## config.mk

```make
export PLATFORM = sky130hd
export DESIGN_NAME = torv32_bpred_flat
export DESIGN_NICKNAME = d
export VERILOG_FILES = /design/src/rtl/torv32_bpred_if.sv /design/src/rtl/torv32_bpred.sv /design/src/flat_wrapper.sv
export SDC_FILE = /design/constraint.sdc
export NUM_CORES = 2
export LEC_CHECK = 0
export CORE_MARGIN = 10
export CORE_UTILIZATION = 50
export CTS_CLUSTER_SIZE = 14
export DETAILED_ROUTE_END_ITERATION = 12
export GPL_TIMING_DRIVEN = 0
export PLACE_DENSITY = 0.68
export REMOVE_ABC_BUFFERS = 1
export SLEW_MARGIN = 20
export SYNTH_ARGS = -nofsm -noshare
export SYNTH_HDL_FRONTEND = slang
export SYNTH_SLANG_ARGS = --single-unit
```

## constraint.sdc

```tcl
create_clock -name clk -period 9.7 [get_ports clk]
set_input_delay 1.94 -clock clk [delete_from_list [all_inputs] [get_ports clk]]
set_output_delay 1.94 -clock clk [all_outputs]
set_load 0.1 [all_outputs]
```

## src/rtl/torv32_bpred_if.sv

```systemverilog
`default_nettype none
// +----------------------------------------------------------------------------+
// | Module   : torv32_bpred_if                                                  |
// | Purpose  : Fetch-lookup and execute-resolution signal bundle between the   |
// |            torv32 core (master) and the branch predictor (slave).           |
// | Signals  : f_pc -> f_pred_taken / f_pred_target   (fetch lookup)            |
// |            e_valid, e_pc, e_is_branch, e_is_jump, e_taken, e_target,        |
// |            e_pred_taken, e_pred_target -> e_mispredict / e_redirect_pc      |
// | Revision : 1.0 - initial release                                            |
// +----------------------------------------------------------------------------+
interface torv32_bpred_if;
  logic [31:0] f_pc;
  logic        f_pred_taken;
  logic [31:0] f_pred_target;

  logic        e_valid;
  logic [31:0] e_pc;
  logic        e_is_branch;
  logic        e_is_jump;
  logic        e_taken;
  logic [31:0] e_target;
  logic        e_pred_taken;
  logic [31:0] e_pred_target;
  logic        e_mispredict;
  logic [31:0] e_redirect_pc;

  modport master (
    output f_pc,
    input  f_pred_taken, f_pred_target,
    output e_valid, e_pc, e_is_branch, e_is_jump, e_taken, e_target,
    output e_pred_taken, e_pred_target,
    input  e_mispredict, e_redirect_pc
  );

  modport slave (
    input  f_pc,
    output f_pred_taken, f_pred_target,
    input  e_valid, e_pc, e_is_branch, e_is_jump, e_taken, e_target,
    input  e_pred_taken, e_pred_target,
    output e_mispredict, e_redirect_pc
  );
endinterface
`default_nettype wire

```

## src/rtl/torv32_bpred.sv

```systemverilog
`default_nettype none
// +----------------------------------------------------------------------------+
// | Module   : torv32_bpred                                                     |
// | Purpose  : Branch predictor for the torv32 5-stage pipeline. Fetch-stage    |
// |            lookup of a direct-mapped BTB and a 2-bit-counter BHT (bimodal   |
// |            or gshare); execute-stage update and mispredict detection.       |
// |            A table-init sweep runs after every reset.                       |
// | Ports    : clk, resetn (sync, active-low)                                   |
// |            bp            : torv32_bpred_if.slave (fetch + execute bundle)   |
// |            busy          : init sweep in progress, core stalls fetch        |
// |            perf_branches : resolved branch/jump count (wraps)               |
// |            perf_mispred  : mispredict count (wraps)                         |
// | Revision : 1.0 - initial release                                            |
// +----------------------------------------------------------------------------+
module torv32_bpred #(
  parameter int BHT_BITS = 6,
  parameter int BTB_BITS = 4,
  parameter int GHR_LEN  = 0,
  parameter int TAG_BITS = 30 - BTB_BITS
) (
  input  logic                 clk,
  input  logic                 resetn,
  torv32_bpred_if.slave        bp,
  output logic                 busy,
  output logic [31:0]          perf_branches,
  output logic [31:0]          perf_mispred
);

  localparam int BHT_N      = 1 << BHT_BITS;
  localparam int BTB_N      = 1 << BTB_BITS;
  localparam int SWEEP_BITS = (BHT_BITS > BTB_BITS) ? BHT_BITS : BTB_BITS;
  localparam logic [SWEEP_BITS-1:0] SWEEP_LAST = '1;

  typedef enum logic [0:0] {ST_INIT = 1'b0, ST_RUN = 1'b1} state_t;

  state_t                state;
  logic [SWEEP_BITS-1:0] ptr;
  logic                  run;

  // Tables carry no reset; the init sweep establishes their contents.
  logic [1:0]          bht        [0:BHT_N-1];
  logic                btb_valid  [0:BTB_N-1];
  logic [TAG_BITS-1:0] btb_tag    [0:BTB_N-1];
  logic [31:0]         btb_target [0:BTB_N-1];
  logic                btb_jump   [0:BTB_N-1];

  // Global history, zero-extended to BHT index width (all zeros when bimodal).
  logic [BHT_BITS-1:0] ghr_ext;

  assign run = (state == ST_RUN);

  // ---------------------------------------------------------------------------
  // Global history register
  // ---------------------------------------------------------------------------
  generate
    if (GHR_LEN == 0) begin : g_bimodal
      assign ghr_ext = '0;
    end else begin : g_gshare
      logic [GHR_LEN-1:0] ghr;

      always_ff @(posedge clk) begin
        if (!resetn) begin
          ghr <= '0;
        end else if (run && bp.e_valid && bp.e_is_branch) begin
          // Truncating cast keeps the newest GHR_LEN outcomes.
          ghr <= GHR_LEN'({ghr, bp.e_taken});
        end
      end

      assign ghr_ext = BHT_BITS'(ghr);
    end
  endgenerate

  // ---------------------------------------------------------------------------
  // Fetch-stage lookup (zero latency, reads pre-update table state)
  // ---------------------------------------------------------------------------
  logic [BHT_BITS-1:0] f_bidx;
  logic [BTB_BITS-1:0] f_tidx;
  logic [TAG_BITS-1:0] f_tag;
  logic                f_hit;
  logic                f_taken;

  assign f_bidx  = bp.f_pc[BHT_BITS+1:2] ^ ghr_ext;
  assign f_tidx  = bp.f_pc[BTB_BITS+1:2];
  assign f_tag   = bp.f_pc[TAG_BITS+BTB_BITS+1:BTB_BITS+2];
  assign f_hit   = btb_valid[f_tidx] && (btb_tag[f_tidx] == f_tag);
  assign f_taken = run && f_hit && (btb_jump[f_tidx] || bht[f_bidx][1]);

  assign bp.f_pred_taken  = f_taken;
  assign bp.f_pred_target = f_taken ? btb_target[f_tidx] : (bp.f_pc + 32'd4);

  // ---------------------------------------------------------------------------
  // Execute-stage resolution
  // ---------------------------------------------------------------------------
  logic                e_act;
  logic                e_ctrl;
  logic [31:0]         e_nxt;
  logic                e_mp;
  logic [BHT_BITS-1:0] e_bidx;
  logic [BTB_BITS-1:0] e_tidx;
  logic [TAG_BITS-1:0] e_tag;
  logic [1:0]          e_cnt;
  logic [1:0]          e_cnt_nxt;

  assign e_act  = bp.e_is_jump || (bp.e_is_branch && bp.e_taken);
  assign e_ctrl = bp.e_valid && (bp.e_is_branch || bp.e_is_jump);
  assign e_nxt  = e_act ? bp.e_target : (bp.e_pc + 32'd4);
  assign e_mp   = run && e_ctrl &&
                  ((e_act != bp.e_pred_taken) ||
                   (e_act && (bp.e_target != bp.e_pred_target)));

  assign bp.e_mispredict  = e_mp;
  assign bp.e_redirect_pc = e_nxt;

  assign e_bidx = bp.e_pc[BHT_BITS+1:2] ^ ghr_ext;
  assign e_tidx = bp.e_pc[BTB_BITS+1:2];
  assign e_tag  = bp.e_pc[TAG_BITS+BTB_BITS+1:BTB_BITS+2];
  assign e_cnt  = bht[e_bidx];

  // Saturating 2-bit counter step.
  always_comb begin
    e_cnt_nxt = e_cnt;
    if (bp.e_taken) begin
      if (e_cnt != 2'b11) e_cnt_nxt = e_cnt + 2'b01;
    end else begin
      if (e_cnt != 2'b00) e_cnt_nxt = e_cnt - 2'b01;
    end
  end

  // ---------------------------------------------------------------------------
  // Table writes: sweep during INIT, training during RUN
  // ---------------------------------------------------------------------------
  always_ff @(posedge clk) begin
    if (resetn) begin
      if (!run) begin
        // Smaller table index wraps; rewriting an entry is harmless.
        bht[ptr[BHT_BITS-1:0]]       <= 2'b01;
        btb_valid[ptr[BTB_BITS-1:0]] <= 1'b0;
      end else if (bp.e_valid) begin
        if (bp.e_is_branch) begin
          bht[e_bidx] <= e_cnt_nxt;
        end
        if (e_act) begin
          btb_valid[e_tidx]  <= 1'b1;
          btb_tag[e_tidx]    <= e_tag;
          btb_target[e_tidx] <= bp.e_target;
          btb_jump[e_tidx]   <= bp.e_is_jump;
        end
      end
    end
  end

  // ---------------------------------------------------------------------------
  // Control FSM, busy flag and performance counters
  // ---------------------------------------------------------------------------
  always_ff @(posedge clk) begin
    if (!resetn) begin
      state         <= ST_INIT;
      ptr           <= '0;
      busy          <= 1'b1;
      perf_branches <= '0;
      perf_mispred  <= '0;
    end else if (state == ST_INIT) begin
      ptr <= ptr + 1'b1;
      if (ptr == SWEEP_LAST) begin
        state <= ST_RUN;
        busy  <= 1'b0;
      end
    end else begin
      if (e_ctrl) perf_branches <= perf_branches + 32'd1;
      if (e_mp)   perf_mispred  <= perf_mispred + 32'd1;
    end
  end

endmodule
`default_nettype wire

```

## src/flat_wrapper.sv

```systemverilog
// flat-port wrapper written by rule: the top's interface ports become plain ports
module torv32_bpred_flat 
#(
  parameter int BHT_BITS = 6,
  parameter int BTB_BITS = 4,
  parameter int GHR_LEN  = 0,
  parameter int TAG_BITS = 30 - BTB_BITS
)
  (clk, resetn, busy, perf_branches, perf_mispred, bp_f_pc, bp_f_pred_taken, bp_f_pred_target, bp_e_valid, bp_e_pc, bp_e_is_branch, bp_e_is_jump, bp_e_taken, bp_e_target, bp_e_pred_taken, bp_e_pred_target, bp_e_mispredict, bp_e_redirect_pc);
  torv32_bpred_if bp_i ();
  input  logic clk;
  input  logic resetn;
  output logic busy;
  output logic [31:0] perf_branches;
  output logic [31:0] perf_mispred;
  input wire logic [$bits(bp_i.f_pc)-1:0] bp_f_pc;
  output wire logic [$bits(bp_i.f_pred_taken)-1:0] bp_f_pred_taken;
  output wire logic [$bits(bp_i.f_pred_target)-1:0] bp_f_pred_target;
  input wire logic [$bits(bp_i.e_valid)-1:0] bp_e_valid;
  input wire logic [$bits(bp_i.e_pc)-1:0] bp_e_pc;
  input wire logic [$bits(bp_i.e_is_branch)-1:0] bp_e_is_branch;
  input wire logic [$bits(bp_i.e_is_jump)-1:0] bp_e_is_jump;
  input wire logic [$bits(bp_i.e_taken)-1:0] bp_e_taken;
  input wire logic [$bits(bp_i.e_target)-1:0] bp_e_target;
  input wire logic [$bits(bp_i.e_pred_taken)-1:0] bp_e_pred_taken;
  input wire logic [$bits(bp_i.e_pred_target)-1:0] bp_e_pred_target;
  output wire logic [$bits(bp_i.e_mispredict)-1:0] bp_e_mispredict;
  output wire logic [$bits(bp_i.e_redirect_pc)-1:0] bp_e_redirect_pc;
  assign bp_i.f_pc = bp_f_pc;
  assign bp_f_pred_taken = bp_i.f_pred_taken;
  assign bp_f_pred_target = bp_i.f_pred_target;
  assign bp_i.e_valid = bp_e_valid;
  assign bp_i.e_pc = bp_e_pc;
  assign bp_i.e_is_branch = bp_e_is_branch;
  assign bp_i.e_is_jump = bp_e_is_jump;
  assign bp_i.e_taken = bp_e_taken;
  assign bp_i.e_target = bp_e_target;
  assign bp_i.e_pred_taken = bp_e_pred_taken;
  assign bp_i.e_pred_target = bp_e_pred_target;
  assign bp_e_mispredict = bp_i.e_mispredict;
  assign bp_e_redirect_pc = bp_i.e_redirect_pc;
  torv32_bpred #(.BHT_BITS(BHT_BITS), .BTB_BITS(BTB_BITS), .GHR_LEN(GHR_LEN), .TAG_BITS(TAG_BITS)) u_core (.clk(clk), .resetn(resetn), .bp(bp_i), .busy(busy), .perf_branches(perf_branches), .perf_mispred(perf_mispred));
endmodule
```

==> out/metrics.cfg <==
[global_routing]
grt_pass1_wl_mm = 190
antenna_found_initial = 15
grt_usage_pct = 23.2
grt_max_degree = 91
grt_overflow_total = 0
grt_pass1_vias = 28100

[power_and_ir_drop]
peakVddDrop_mv = 0.132
seq_power_share_pct = 51.8
p_comb_share_pct = 7.5
p_per_area_nw_per_um2 = 184
p_switching_mw = 2.34
intPower_mw = 8.20
switching_share_pct = 22.2
p_leak_nw = 18.7
p_clk_share_pct = 40.7

[sta]
slew_headroom_pct = 27.1
fin_hold_ws_ns = 0.462
tightest_slew_ns = 1.09
rsz0062_at_grt = false
maxSlewViolCount = 0
finalHoldViolations = 0
period_share_pct = 98.7
setup_viol = 0
clock-skew-final_ns = 0.0283
fin_crit_ns = 9.57
fmax_mhz = 104

[min_path]
hold_start = u_core.busy
min_to = u_core.busy
hold_class = reg2reg
holdPathStages = 2

[synth]
ys_types = 74
syn_area_um2 = 48800
synth_top_flop_cell = edfxtp_1
synth_edf_count = 1088
ys_ff_latch = 1160
async_reset_ff_share_pct = 0
synthCells = 2661
avgSynthCellArea_um2 = 18.3
yosys_warnings = 0
yosysSeqAreaShare_pct = 69.9

[setup_path]
r2r_start = u_core.bht[63][0]
worst_path_largest_cell_delay_ns = 1.13
cp.required_ns = 7.76
reg2reg_to = u_core.bht[14][0]
path_max_fanout = 69
crit_type = in2out
r2r_slack_ns = 6.42
end_kind = output port
crit_path_cell_trace = buf_8 -> buf_16 -> buf_16 -> and2_1 -> a221oi_1 -> a2111oi_0 -> a211oi_1 -> a311oi_1 -> nand4_1 -> nor4_4 -> buf_12 -> buf_4 -> mux2_4 -> clkdlybuf4s50_1
worstPathArrival_ns = 7.63
reg2reg_depth = 7
crit_path_top_delay_cell = clkdlybuf4s50_1
critPathMostFrequentCell = buf_16
start_kind = input pin

[cells_and_area]
nFillCells = 6992
synthToLayoutAreaGrowth_pct = 17.2
final_cell_count_no_fill = 4330
drive_above_1_share_pct = 19.8
fin_nets = 3103
ff_latch_area_um2 = 34100
multi_input_area_um2 = 14000

[floorplan]
ioPinCount = 266
core_area_um2 = 96700
std_cell_rows = 114
chipHeight_um = 332
chipWidth_um = 332
dieArea_um2 = 111000
initial_utilization_pct = 50.5

[cts]
htree_num_levels = 3
clockBufferDepth = 3
cts_hold_buf = 0
cts_sinks = 1160
numCtsBuffers = 115
clk_latency_ns = 0.70
cts_tree = yes
clk_pin_slew_ns = 0.06
cts-root-buf = clkbuf_16

[flow_run]
drv_cap = 0

[detailed_routing]
remaining_drc_errors = 0
wl_per_cell_um = 30.2
vias_per_cell = 6.27
first_pass_iters = 5
wirelength_mm = 131
drt_iter0_markers = 2936
antenna_left = 0
vias = 27100

[place]
io_buffers = 265
dp.final_hpwl_mm = 82.3
gp_congestion = 0.862
placed_cells = 4117

[run_status]
outcome = completed

-- timing repair --
action	CTS	global route
setup endpoints to repair	33	11
pin swaps	1	0
hold endpoints to repair	0	0
buffers inserted	2	0
resized for setup	43	15
-- flip-flops by register name, indices dropped and copies added (netlist names), 6 cells and up --
register              count
u_core.bht              128
u_core.ptr                6
u_core.btb_target       512
u_core.btb_valid         16
u_core.perf_branches     32
u_core.perf_mispred      32
u_core.btb_jump          16
u_core.btb_tag          416
-- routing by layer --
layer	track usage, %	share of wire [%]	vias to the layer above
met2	37.5	49	1350
li1	-	-	11300
met1	30.9	39	14200
met3	5.42	9.2	217
met5	0	0.088	-
met4	7.48	2.7	18
-- cell families after synthesis --
family	share of synthesized area [%]
flops	69.9
simple gates	5.82
mux	17.2
compound gates	2.47
buf+inv	1.69
xor+xnor	2.73
fa+ha+maj	0.205
-- layout by cell type (no fill, tap or decap), types with 23 or more instances in the layout --
cell type / Yosys / routed
edfxtp_1: 1088 / 1088
mux4_2: 297 / 297
clkdlybuf4s50_1: 0 / 225
nand2_1: 139 / 139
nor2_1: 131 / 130
clkbuf_16: 0 / 116
mux2i_1: 96 / 96
xor2_1: 84 / 84
dfxtp_1: 72 / 72
xnor2_1: 68 / 68
nand3_1: 64 / 64
o21ai_0: 56 / 55
and2_1: 64 / 53
mux2_4: 29 / 29
buf_16: 0 / 27
nand4_1: 25 / 25
clkinv_1: 0 / 24
clkbuf_1: 69 / 24
inv_1: 23 / 23
nand2b_1: 23 / 23
-- cell type report --
class | count | share of cell area, %
diodes | 4 | 0.0175
clock buffers | 147 | 5.37
clock inverters | 60 | 0.954
inverters | 24 | 0.157
multi-input cells | 1342 | 24.4
flip-flops and latches | 1160 | 59.6
well taps | 1276 | 2.79
repair buffers | 317 | 6.62
-- critical path, delay by kind of cell --
family                 cells  cell delay, ns
buffers and inverters      6            2.57
muxes                      1            0.15
and+or+nand+nor            3            1.21
AOI/OAI and AO/OA          4            1.55
-- power groups by stage --
stage | Combinational [mW] | Clock (mW) | Sequential (mW)
after detailed placement | 0.791 | 0 | 5.57
after floorplan | 0.407 | 0 | 5.57
final | 0.787 | 4.29 | 5.46
after global routing | 0.827 | 4.56 | 5.46
after CTS | 0.791 | 4.35 | 5.46
after global placement | 0.958 | 0 | 5.57
-- how the worst max path moves through the flow --
stage,startpoint,end,slack [ns],cells after the start
after floorplan,bp_f_pc[4],bp_f_pred_target[2],0.65,8
after global placement,bp_f_pc[2],bp_f_pred_target[31],-19.46,10
after detailed placement,bp_f_pc[3],bp_f_pred_target[10],-0.67,15
after CTS,bp_f_pc[3],bp_f_pred_target[25],0.20,14
after global routing,bp_f_pc[3],bp_f_pred_target[20],0.02,14
final,bp_f_pc[3],bp_f_pred_target[20],0.13,14
-- cell usage after synthesis (15+ instances only) --
library cell  count  area (um^2)
a21oi_1          19         95.1
mux4_2          297         6690
and3_1           25          156
buf_1            18         67.6
dfxtp_1          72         1440
nand2_1         139          522
nand2b_1         23          144
nand4_1          25          156
and2_1           64          400
xor2_1           84          736
mux2i_1          96          961
inv_1            23         86.3
nand3_1          64          320
buf_2            18         90.1
edfxtp_1       1088        32700
o22ai_1          15         93.8
nor3_1           22          110
mux2_4           29          435
nor2_1          131          492
xnor2_1          68          596
clkbuf_1         69          259
nor4_1           21          131
o21ai_0          56          280
nor2b_1          15         93.8
-- stage by stage --
step / TNS, ns / utilization (%) / power (mW) / area (um^2) / worst slack [ns]
floorplan: 0 / - / 5.98 / 48100 / 0.652
global placement: -944.68 / 54.1 / 6.53 / 52300 / -19.46
detailed placement: -13.43 / 55.4 / 6.36 / 53600 / -0.672
CTS: 0 / 59.1 / 10.6 / 57200 / 0.195
global route: 0 / 59.1 / 10.9 / 57200 / 0.0236
finish: 0 / 59.1 / 10.5 / 57200 / 0.130
No activity file was read; power rests on OpenSTA's default activity.
